**src/rtl/bram_mailbox_ctrl.sv**
```systemverilog
// BRAM mailbox controller. It polls a command word, streams a job's input words
// to a core, writes the core's results back to BRAM and reports BUSY/DONE in a status word.
module bram_mailbox_ctrl #(
    parameter int                WORD_W      = 32,
    parameter int                ADDR_W      = 32,
    parameter int                N_IN        = 1024,
    parameter int                N_OUT       = 2048,
    parameter logic [ADDR_W-1:0] CMD_ADDR    = 'h1004,
    parameter logic [ADDR_W-1:0] STAT_ADDR   = 'h1789,
    parameter logic [ADDR_W-1:0] IN_BASE     = 'h0000,
    parameter logic [ADDR_W-1:0] OUT_BASE    = 'h1800,
    parameter logic [31:0]       START_MAGIC = 32'hdeadbeef,
    parameter logic [31:0]       CLEAR_MAGIC = 32'h00000000,
    parameter logic [31:0]       BUSY_MAGIC  = 32'hb0bacafe,
    parameter logic [31:0]       DONE_MAGIC  = 32'hd01ecafe
) (
    input  logic                  clk,
    input  logic                  resetn,
    input  logic [WORD_W-1:0]     bram_rdata,
    output logic                  bram_en,
    output logic [WORD_W/8-1:0]   bram_we,
    output logic [ADDR_W-1:0]     bram_addr,
    output logic [WORD_W-1:0]     bram_wdata,
    output logic                  in_valid,
    output logic [WORD_W-1:0]     in_data,
    input  logic                  in_ready,
    input  logic                  out_valid,
    input  logic [WORD_W-1:0]     out_data,
    output logic                  out_ready,
    output logic                  busy
);
    localparam int BW    = WORD_W / 8;
    localparam int N_MAX = (N_IN > N_OUT) ? N_IN : N_OUT;
    localparam int CW    = $clog2(N_MAX) + 1;
    localparam logic [WORD_W-1:0] START_W = WORD_W'(START_MAGIC);
    localparam logic [WORD_W-1:0] CLEAR_W = WORD_W'(CLEAR_MAGIC);
    localparam logic [WORD_W-1:0] BUSY_W  = WORD_W'(BUSY_MAGIC);
    localparam logic [WORD_W-1:0] DONE_W  = WORD_W'(DONE_MAGIC);
    localparam logic [CW-1:0]     LAST_IN  = CW'(N_IN - 1);
    localparam logic [CW-1:0]     LAST_OUT = CW'(N_OUT - 1);

    typedef enum logic [3:0] {
        POLL_A, POLL_D, CLR, BUSYW, RD_A, RD_D, PUSH, COLLECT, DONEW
    } state_t;

    state_t              state;
    logic [CW-1:0]       i, o, i_nxt;
    logic                en_r;
    logic [BW-1:0]       we_r;
    logic [ADDR_W-1:0]   addr_r;
    logic [WORD_W-1:0]   wdata_r;
    logic                wr_out;

    // Result writes go out in the handshake cycle itself, so they bypass the
    // registered access and are muxed straight onto the port.
    assign i_nxt      = i + CW'(1);
    assign wr_out     = (state == COLLECT) && out_valid;
    assign bram_en    = wr_out | en_r;
    assign bram_we    = wr_out ? '1 : we_r;
    assign bram_addr  = wr_out ? OUT_BASE + ADDR_W'(o) : addr_r;
    assign bram_wdata = wr_out ? out_data : wdata_r;

    always_ff @(posedge clk or negedge resetn) begin
        if (!resetn) begin
            state     <= POLL_A;
            i         <= '0;
            o         <= '0;
            en_r      <= 1'b0;
            we_r      <= '0;
            addr_r    <= '0;
            wdata_r   <= '0;
            in_valid  <= 1'b0;
            in_data   <= '0;
            out_ready <= 1'b0;
            busy      <= 1'b0;
        end else begin
            en_r <= 1'b0;
            we_r <= '0;
            case (state)
                // Access registers are loaded on entry to a state; straight out of
                // reset POLL_A has not presented its read yet, so it does so first.
                POLL_A: begin
                    if (en_r) begin
                        state <= POLL_D;
                    end else begin
                        en_r   <= 1'b1;
                        addr_r <= CMD_ADDR;
                    end
                end
                POLL_D: begin
                    en_r   <= 1'b1;
                    addr_r <= CMD_ADDR;
                    if (bram_rdata == START_W) begin
                        state   <= CLR;
                        busy    <= 1'b1;
                        we_r    <= '1;
                        wdata_r <= CLEAR_W;
                    end else begin
                        state <= POLL_A;
                    end
                end
                CLR: begin
                    state   <= BUSYW;
                    i       <= '0;
                    o       <= '0;
                    en_r    <= 1'b1;
                    we_r    <= '1;
                    addr_r  <= STAT_ADDR;
                    wdata_r <= BUSY_W;
                end
                BUSYW: begin
                    state  <= RD_A;
                    en_r   <= 1'b1;
                    addr_r <= IN_BASE + ADDR_W'(i);
                end
                RD_A: state <= RD_D;
                RD_D: begin
                    state    <= PUSH;
                    in_data  <= bram_rdata;
                    in_valid <= 1'b1;
                end
                PUSH: begin
                    if (in_ready) begin
                        i        <= i_nxt;
                        in_valid <= 1'b0;
                        if (i == LAST_IN) begin
                            state     <= COLLECT;
                            out_ready <= 1'b1;
                        end else begin
                            state  <= RD_A;
                            en_r   <= 1'b1;
                            addr_r <= IN_BASE + ADDR_W'(i_nxt);
                        end
                    end
                end
                COLLECT: begin
                    if (out_valid) begin
                        o <= o + CW'(1);
                        if (o == LAST_OUT) begin
                            state     <= DONEW;
                            out_ready <= 1'b0;
                            en_r      <= 1'b1;
                            we_r      <= '1;
                            addr_r    <= STAT_ADDR;
                            wdata_r   <= DONE_W;
                        end
                    end
                end
                DONEW: begin
                    state  <= POLL_A;
                    busy   <= 1'b0;
                    en_r   <= 1'b1;
                    addr_r <= CMD_ADDR;
                end
                default: state <= POLL_A;
            endcase
        end
    end
endmodule
```
**config.mk**
```make
export PLATFORM = sky130hd
export DESIGN_NAME = bram_mailbox_ctrl
export DESIGN_NICKNAME = d
export VERILOG_FILES = /design/src/rtl/bram_mailbox_ctrl.sv
export SDC_FILE = /design/constraint.sdc
export NUM_CORES = 1
export LEC_CHECK = 0
export BUFFER_PORTS_ARGS = -buffer_cell sky130_fd_sc_hd__buf_2
export CAP_MARGIN = 15
export CORE_MARGIN = 8
export CORE_UTILIZATION = 45
export DETAILED_ROUTE_END_ITERATION = 16
export PLACE_DENSITY_LB_ADDON = 0.12
export SLEW_MARGIN = 10
export SYNTH_ARGS = -nofsm -noshare
export SYNTH_HDL_FRONTEND = slang
export SYNTH_SLANG_ARGS = --single-unit
```
**constraint.sdc**
```tcl
create_clock -name clk -period 2.17 [get_ports clk]
set_clock_uncertainty 0.2 [all_clocks]
set_input_delay 0 -clock clk [delete_from_list [all_inputs] [get_ports clk]]
set_output_delay 0 -clock clk [all_outputs]
set_load 0.02 [all_outputs]
```
==> run_results.csv <==
group,metric,value,unit
run,maxCapViolations,0,
worst_setup_path,critPathLaunchType,"flip-flop",
run_status,outcome,"finished clean",
global_route,grtUsageTotal,0.196,
worst_setup_path,critPathCaptureType,"output port",
route,wl_per_cell,16.8,um
route,ant_nets,0,
power_and_ir_drop,p_leak,2.97,nW
die,initial_core_util,0.463,
logic_synthesis,yosysUniqueCellTypes,55,
worst_setup_path,required,1.97,ns
sta,setup_slack,0.0867,ns
logic_synthesis,synth.avg_cell_area,9.66,um2
route,vias,4036,
logic_synthesis,synth_area,0.00450,mm2
global_route,grt_pass1_vias,4101,
sta,period_needed,2.08,ns
logic_synthesis,synth_warnings,0,
die,pin_count,172,
power_and_ir_drop,p_per_area,1250,mW/mm2
worst_setup_path,path_buf_inv,2,
clock_network,cts_sinks,81,
placement,gp_congestion,0.864,
worst_setup_path,cp_slowest_cell,"dfrtp_2",
worst_hold_path,holdPathStages,4,
placement,place_ws,0.0197,ns
finish,final_area,0.00608,mm2
clock_network,numCtsBuffers,9,
worst_setup_path,critPathMaxFanout,19,
finish,syn_to_final_growth,35.0,%
route,viasPerCell,5.08,
global_route,use_met2,0.326,
logic_synthesis,ys_seq_area_frac,0.450,
route,drt-pass1-iter-count,4,
placement,placed_cell_area,0.00542,mm2
logic_synthesis,async_reset_ff_frac,1.00,
placement,dp.final_hpwl,9760,um
sta,hold_ws,0.113,ns
global_route,top_usage_layer,"met2",
logic_synthesis,ys.flop_type,"dfrtp_1",
global_route,use_met1,0.241,
worst_setup_path,path_delay_family,"flip-flops",
die,die_area,0.0135,mm2
finish,antennaDiodeCount,0,
die,num_rows,36,
global_route,grt_remaining_overflow,0,
die,design.core.area,0.00973,mm2
worst_setup_path,worstPathArrival,1.88,ns
clock_network,ctsLongestPathBuffers,2,
logic_synthesis,synth_cells,466,
placement,port_buffers,153,
worst_setup_path,cp_cell_sequence,"and4b_4 -> nand2_1 -> buf_4 -> o21ai_0 -> buf_2",
worst_setup_path,reg2reg_depth,6,
sta,finalSetupViolCount,0,
global_route,met3_usage,0.0620,
logic_synthesis,synth-edff-count,0,
logic_synthesis,synth_seq_cells,81,
route,wl,13400,um
worst_setup_path,slowest_delay,0.47,ns
power_and_ir_drop,power.total,0.00759,W
worst_setup_path,path_depth,5,
clock_network,cts.root.buffer_cell,"clkbuf_8",
finish,fin_nets,726,
global_route,antenna_found_initial,0,
clock_network,clk_pin_slew_worst_paths,0.08,ns
clock_network,clk_latency,0.35,ns
sta,rsz0062_at_grt,"yes",
die,die_w,116,um
finish,layout-drive-gt1-share,0.381,
worst_hold_path,min_path_type,"primary input to output port",
sta,maxSlewViolCount,0,
clock_network,cts_tree,"yes",
finish,final_cell_mix,"152 x buf_2, 78 x dfrtp_1, 76 x nand2_1, 36 x dlygate4sd3_1, 33 x mux2_2",
worst_setup_path,setup.worst_path.class,"flip-flop to output port",
die,dieHeight,116,um
clock_network,htree_levels,3,
sta,timing.final.crit_share,0.960,
route,drt_iter0_markers,231,
finish,mostFrequentLayoutCell,"buf_2",
power_and_ir_drop,ir_drop,752,uV
route,route.detailed.drc,0,
global_route,grt_pass1_wl,20900,um
sta,finalHoldViolCount,0,
sta,fmax,480,MHz
global_route,grt_max_degree,55,
[state kept, by name (all words and copies together), names as in the netlist]
signal	cells
addr_r	13
busy	1
en_r	1
i	12
in_data	32
in_valid	1
o	12
out_ready	1
state	4
wdata_r	3
we_r	1
[report_power, final]
part | switching, W | internal, W | total (W) | leakage, nW
clock network | 0.000568 | 0.000570 | 0.00114 | 0.0962
registers | 0.000380 | 0.00205 | 0.00243 | 1.01
logic | 0.00238 | 0.00165 | 0.00403 | 1.86
[synth_stat cells, types with 2 or more instances]
library cell / count / area share
buf_2: 11 / 0.012
and3b_1: 2 / 0.0039
inv_1: 3 / 0.0025
a31oi_1: 2 / 0.0028
nand4b_1: 5 / 0.0097
a21o_1: 18 / 0.030
nor4bb_1: 3 / 0.0067
mux2i_1: 3 / 0.0067
o2bb2ai_1: 7 / 0.014
nand2b_1: 9 / 0.013
nand2_1: 76 / 0.063
nand3_1: 6 / 0.0067
nor2_1: 22 / 0.018
dfrtp_1: 81 / 0.45
nor3b_1: 5 / 0.0083
ha_1: 2 / 0.0056
a22o_1: 6 / 0.012
nor3_1: 7 / 0.0078
a21oi_1: 15 / 0.017
xor2_1: 5 / 0.0097
and2_1: 5 / 0.0069
mux2_2: 33 / 0.083
a31o_2: 2 / 0.0039
buf_4: 22 / 0.037
a22oi_1: 2 / 0.0033
nand4_2: 2 / 0.0056
nand4_1: 8 / 0.011
o31ai_1: 2 / 0.0033
xnor2_1: 8 / 0.016
buf_1: 3 / 0.0025
clkbuf_1: 18 / 0.015
o21ai_0: 28 / 0.031
and3_1: 17 / 0.024
and4_1: 3 / 0.0058
nor4b_2: 2 / 0.0067
nor2b_1: 2 / 0.0028
o22ai_1: 3 / 0.0042
[worst reg2reg max path: stages, from the launching register on]
cell	delay (ns)
dfrtp_2	0.47
buf_4	0.18
nor4b_4	0.41
a21oi_2	0.17
nor4_2	0.31
xnor2_1	0.16
nor2_1	0.05
[final timing paths]
kind                                   start        endpoint  slack (ns)
worst max-delay path                state[3]   bram_addr[12]        0.09
worst min-delay path            out_data[21]  bram_wdata[21]        0.11
worst max register to register      state[3]           o[11]        0.10
worst min register to register      in_valid        in_valid        0.28
max in group asynchronous             resetn        state[2]        0.95
min in group asynchronous             resetn            o[8]        0.50
[per-stage QoR]
stage	util	TNS [ns]	instances
global placement	0.557	0	739
floorplan	-	0	483
global route	0.625	-0.0190	794
CTS	0.619	0	793
detailed placement	0.557	0	739
finish	0.625	0	794
[layer usage]
layer  part of all wire  routed length, um  vias up
met3              0.070                939       13
met2               0.50               6700      110
li1                   -                  -     1995
met4             0.0097                130        0
met5                  0                  0        -
met1               0.42               5600     1918
[kinds of logic (layout without fill, tap and decap cells)]
group / after synthesis / count (layout) / share of synthesized area
simple gates: 183 / 183 / 0.223
compound gates: 93 / 93 / 0.137
flops: 81 / 81 / 0.450
buf+inv: 57 / 235 / 0.0689
mux: 36 / 36 / 0.0892
xor+xnor: 13 / 13 / 0.0253
fa+ha+maj: 2 / 2 / 0.00556
other cells: 1 / 18 / 0.000833
[area by class of cell]
type                            count  area, um2
Clock inverter                      5       62.6
Inverter                            3       11.3
Sequential cell                    81       2030
Clock buffer                       11        141
Fill cell                         854       3650
Multi-Input combinational cell    345       2280
Timing Repair Buffer              216       1390
Tap cell                          133        166
[repair_timing]
action | 4_1_cts | 5_1_grt
hold buffers | 37 | 0
cloned | 0 | 0
buffers inserted | 1 | 1
hold endpoints to repair | 126 | 0
setup endpoints to repair | 40 | 29
pin swaps | 0 | 1
gates resized for setup | 7 | 11
No activity file was read; power rests on OpenSTA's default activity.
